<file path="src/rtl/bram_byte_writer.sv">
// -----------------------------------------------------------------------------
// bram_byte_writer
//
// Loads a byte-wide lookup table at run time. A start command captures a base
// address and a length. The block then takes bytes from a valid/ready stream
// and writes them to consecutive addresses, wrapping past the top of the table.
// A separate read port with one cycle of latency serves the consumer logic.
//
// The storage is written so that it maps onto a single RAMB18E2 in x9 mode.
// Port B is the write port, addressed by the internal pointer. Port A is the
// read port: it has no output register, and its output latch is cleared by
// reset. BRAM_LOC names the site that the placement constraints pin the RAM to.
//
// Parameters
//   ADDR_W     byte address width, 1..11 (2048 entries at most)
//   BRAM_LOC   placement site of the RAM
//
// Ports
//   clock      single clock for both RAM ports
//   reset      synchronous, active-high
//   start      command strobe, sampled only while idle
//   base_addr  first write address, captured on an accepted start
//   len        byte count 0..2^ADDR_W; larger values are clamped
//   in_valid   stream byte valid
//   in_ready   stream byte ready (high while writing)
//   in_data    stream byte
//   busy       high while writing
//   done       one-cycle pulse when a command completes
//   rd_addr    read address
//   rd_data    read data, valid the cycle after rd_addr
// -----------------------------------------------------------------------------
module bram_byte_writer #(
    parameter int ADDR_W   = 8,
    parameter     BRAM_LOC = "RAMB18_X0Y3"
) (
    input  logic              clock,
    input  logic              reset,
    input  logic              start,
    input  logic [ADDR_W-1:0] base_addr,
    input  logic [ADDR_W:0]   len,
    input  logic              in_valid,
    output logic              in_ready,
    input  logic [7:0]        in_data,
    output logic              busy,
    output logic              done,
    input  logic [ADDR_W-1:0] rd_addr,
    output logic [7:0]        rd_data
);

    localparam int            depth   = 1 << ADDR_W;
    localparam logic [ADDR_W:0] max_len = {1'b1, {ADDR_W{1'b0}}};
    localparam logic [ADDR_W:0] one     = {{ADDR_W{1'b0}}, 1'b1};

    // Refuse to elaborate for widths the RAM cannot hold or without a site.
    if (ADDR_W < 1 || ADDR_W > 11 || BRAM_LOC == "") begin : g_bad_param
        $error("bram_byte_writer: ADDR_W must be 1..11 and BRAM_LOC non-empty");
    end

    typedef enum logic [1:0] {
        IDLE  = 2'd0,
        WRITE = 2'd1,
        DONE  = 2'd2
    } state_t;

    state_t              state_q, state_d;
    logic [ADDR_W-1:0]   ptr_q;
    logic [ADDR_W:0]     rem_q;
    logic                xfer;
    logic                wr_en;
    logic [7:0]          rd_q;

    (* ram_style = "block" *)
    logic [7:0]          mem [depth];

    assign xfer  = in_valid & in_ready;
    // The byte presented on the reset edge must not land in the table.
    assign wr_en = xfer & ~reset;

    // -------------------------------------------------------------------------
    // State register
    // -------------------------------------------------------------------------
    // NOTE: sequential state uses non-blocking assignments so every register
    // samples the values from before the edge, independent of block order.
    always_ff @(posedge clock) begin
        if (reset) begin
            state_q <= IDLE;
        end else begin
            state_q <= state_d;
        end
    end

    // -------------------------------------------------------------------------
    // Next state and outputs
    // -------------------------------------------------------------------------
    // NOTE: every output of this block gets a default first, so no path leaves
    // a signal unassigned and no latch is inferred.
    always_comb begin
        state_d  = state_q;
        in_ready = 1'b0;
        busy     = 1'b0;
        done     = 1'b0;
        case (state_q)
            IDLE: begin
                if (start) begin
                    state_d = (len == '0) ? DONE : WRITE;
                end
            end
            WRITE: begin
                in_ready = 1'b1;
                busy     = 1'b1;
                // The transfer that consumes the last remaining byte ends the command.
                if (in_valid && rem_q == one) begin
                    state_d = DONE;
                end
            end
            DONE: begin
                done    = 1'b1;
                state_d = IDLE;
            end
            default: begin
                state_d = IDLE;
            end
        endcase
    end

    // -------------------------------------------------------------------------
    // Write pointer and remaining count
    // -------------------------------------------------------------------------
    always_ff @(posedge clock) begin
        if (reset) begin
            ptr_q <= '0;
            rem_q <= '0;
        end else if (state_q == IDLE && start) begin
            ptr_q <= base_addr;
            rem_q <= (len > max_len) ? max_len : len;
        end else if (xfer) begin
            // Pointer width equals the address width, so it wraps past the top.
            ptr_q <= ptr_q + 1'b1;
            rem_q <= rem_q - one;
        end
    end

    // -------------------------------------------------------------------------
    // Storage: port B write
    // -------------------------------------------------------------------------
    // NOTE: the array has no reset; block RAM contents cannot be cleared by a
    // reset, and the table must survive a reset anyway.
    always_ff @(posedge clock) begin
        if (wr_en) begin
            mem[ptr_q] <= in_data;
        end
    end

    // -------------------------------------------------------------------------
    // Storage: port A read, one cycle latency, output latch cleared by reset
    // -------------------------------------------------------------------------
    always_ff @(posedge clock) begin
        if (reset) begin
            rd_q <= 8'h00;
        end else begin
            rd_q <= mem[rd_addr];
        end
    end

    assign rd_data = rd_q;

endmodule
</file>
<file path="config.mk">
export PLATFORM = sky130hd
export DESIGN_NAME = bram_byte_writer
export DESIGN_NICKNAME = d
export VERILOG_FILES = /design/src/rtl/bram_byte_writer.sv
export SDC_FILE = /design/constraint.sdc
export NUM_CORES = 2
export LEC_CHECK = 0
export ABC_AREA = 1
export CAP_MARGIN = 20
export CORE_UTILIZATION = 35
export CTS_BUF_LIST = sky130_fd_sc_hd__clkbuf_4 sky130_fd_sc_hd__clkbuf_8
export DETAILED_ROUTE_END_ITERATION = 8
export HOLD_SLACK_MARGIN = 0.05
export MAX_ROUTING_LAYER = met4
export PLACE_DENSITY_LB_ADDON = 0.1
export SLEW_MARGIN = 5
export SYNTH_ARGS = -nofsm -noshare
export SYNTH_HDL_FRONTEND = slang
export SYNTH_SLANG_ARGS = --single-unit
export TNS_END_PERCENT = 100
</file>
<file path="constraint.sdc">
create_clock -name clock -period 4.3 [get_ports clock]
set_clock_uncertainty 0.1 [all_clocks]
set_input_delay 1.075 -clock clock [delete_from_list [all_inputs] [get_ports clock]]
set_output_delay 1.075 -clock clock [all_outputs]
set_load 0.1 [all_outputs]
</file>
==> metrics.csv <==
metric,value,unit
vias per inst,5.11,
postcts setup bufs,0,
Worst Hold Launch,in_data[2],
first-pass GRT wire length,388,mm
Die Y,493,um
overall power,42.8,mW
#FFs+latches synth,2075,
NumNets Final,7604,
Final Max Slew Viols,0,
FILL cells,22913,
most frequent cells in the layout,"nand2_1, edfxtp_1, nand3_1, buf_4, clkbuf_8",
Finished Layout Cells,11008,
Clock Tree Buf Depth,4,
core area,240000,um2
GR Overflow Total,0,
RR Endpoint,mem[212][1],
Mapped Avg Cell Area,11.8,um2
DR WL/cell,24.2,um
pwr/cell area,437,nW/um2
Slowest cell on crit path,clkdlybuf4s50_1,
Via Count,56258,
Clock Latency Late Sink,1080,ps
status,finished clean,
DRT Pass-1 Iters,6,
Netlist Area Pre-Place,84500,um2
CTS root buf,clkbuf_8,
reg2reg start,ptr_q[4],
RSZ-0062 raised after global routing,no,
final setup vio count,0,
num ports,48,
Die Wd,493,um
period utilization,93.1,%
Total GRT Usage,22.4,%
required time worst endpoint,3120,ps
placed cell count,10374,
leak pwr,34.6,nW
Mapped Cells,7154,
async set-reset flop share out of synthesis,0,%
port bufs,47,
maximum vdd drop,0.252,mV
number of global-route vias before repair,55956,
total of max-cap violations,0,
PostCTS Resize Cnt,0,
Placer Congestion,0.827,
CTS tree,done,
R2R Setup Slk,1160,ps
Mapped Nets,7197,
CTS H-tree depth,5,
Clock Pin Slew Worst Setup and Hold Paths,60,ps
Hold Path Sink,mem[244][2],
largest net degree at the start of global routing,167,
Max Freq,250,MHz
total CTS buffers,370,
drc violations,0,
ys flop type,edfxtp_1,
WP data arrival,2830,ps
"Hold Vio Cnt, Final",0,
"commonest non-fill, non-tap cell in the layout",nand2_1,
Iteration-0 DRC Markers,4840,
area delta synth->final,15.9,%
endpoint type of the worst setup path,output pin,
placed instance area,91100,um2
"Warnings, synthesis",0,
cells along the critical path,inv_2 -> nor2_2 -> clkdlybuf4s50_1,
peak fanout along the critical path,4,
"EDFF count, synth",2048,
worst rel slew slack,31.5,%
remaining antenna violation count,0,
Clock Sinks,2075,
Util after Layout,40.8,%
worst reg2reg path depth,5,
ratio of cells with drive above 1 in the final layout,13.7,%
hold buffers post-CTS,0,
antenna violations before repair,13,
sequential area share after synthesis,73.4,%
"Worst Path Class, Setup",reg2out,
Crit path largest cell delay,1170,ps
Die Footprint,243000,um2
fin crit period,4000,ps
Initial Utilization,35.2,%
Min-Delay Path Depth,1,
final setup TNS,0,ps
Synth cell types,34,
design area,97900,um2
Slew @ Worst Pin,1020,ps
Routed WL,266,mm
CP Launch Type,register,
Rows,180,
dpl hpwl,158,mm
worst hold path type,in2reg,
## final cells by class
cell class / count / area (um2) / share of cell area, %
tap: 3185 / 3990 / 4.07
antenna: 10 / 25.0 / 0.0256
sequential: 2075 / 62000 / 63.3
inverter: 47 / 213 / 0.217
timing repair buffer: 523 / 5010 / 5.11
multi-input combinational: 4544 / 19900 / 20.3
clock inverter: 128 / 696 / 0.710
clock buffer: 496 / 6110 / 6.24
## through the flow
step / hold slack [ps] / setup WS [ps]
after global routing: 273 / 153
after detailed placement: 379 / 306
after global placement: 368 / 338
after CTS: 238 / 172
final: 360 / 298
after floorplan: 354 / 1200
## per-layer routing
layer	track usage, %	wire length, um
met1	29.9	119000
met2	35.6	127000
met3	3.27	13300
met4	6.21	6890
met5	-	0
## worst max-delay path, delay by kind of cell, from the launching register on
family,cells,cell delay (ps)
buf+inv,2,1220
flops,1,380
simple gates,1,170
## logic make-up (layout without fill, tap and decap cells)
family / Yosys count / count (layout) / synth area share [%]
buffers and inverters: 535 / 1194 / 3.09
DFF: 2075 / 2075 / 73.4
other: 0 / 10 / 0
and+or+nand+nor: 4420 / 4420 / 22.6
xor gates and xnor gates: 1 / 1 / 0.0104
adders and majority gates: 6 / 6 / 0.0888
AOI/OAI and AO/OA: 117 / 117 / 0.786
## power breakdown
group	internal [mW]	switching (mW)	total [mW]	leakage, nW
Combinational	0.754	2.21	2.96	12.3
Clock	9.44	8.10	17.5	3.60
Sequential	22.3	0.0402	22.3	18.6
## worst max-delay path by stage
stage	cells after the start	to	slack (ps)	startpoint
after floorplan	11	mem[102][0]	1200	state_q[0]
after global placement	11	mem[10][0]	340	in_valid
after detailed placement	11	mem[10][7]	310	in_valid
after CTS	1	rd_data[2]	170	rd_data[2]
after global routing	3	in_ready	150	state_q[0]
final	3	in_ready	300	state_q[0]
## registers in the layout (all words and copies together) (netlist names)
signal	cells
state_q	2
rd_data	8
mem	2048
ptr_q	8
rem_q	9
## synth_stat cells (2+ instances only)
cell type  count  share of area, %
nand2_1     2089               9.3
edfxtp_1    2048                73
nand3_1     1938                11
nor2_1       370               1.6
buf_2        293               1.7
clkbuf_1      97              0.43
o21ai_0       46              0.27
buf_4         45              0.40
buf_1         44              0.20
inv_1         39              0.17
a21oi_1       35              0.21
dfxtp_1       27              0.64
o22ai_1       16              0.12
nand2_2       12             0.089
buf_6          8              0.11
inv_2          7             0.031
ha_1           6             0.089
nor2_4         5             0.067
a31oi_1        4             0.030
o211ai_1       4             0.036
nand4_1        3             0.022
a2111oi_0      2             0.021
a211oi_1       2             0.018
a22oi_1        2             0.018
a311oi_1       2             0.021
or2_2          2             0.015
No activity file was read; power rests on OpenSTA's default activity.
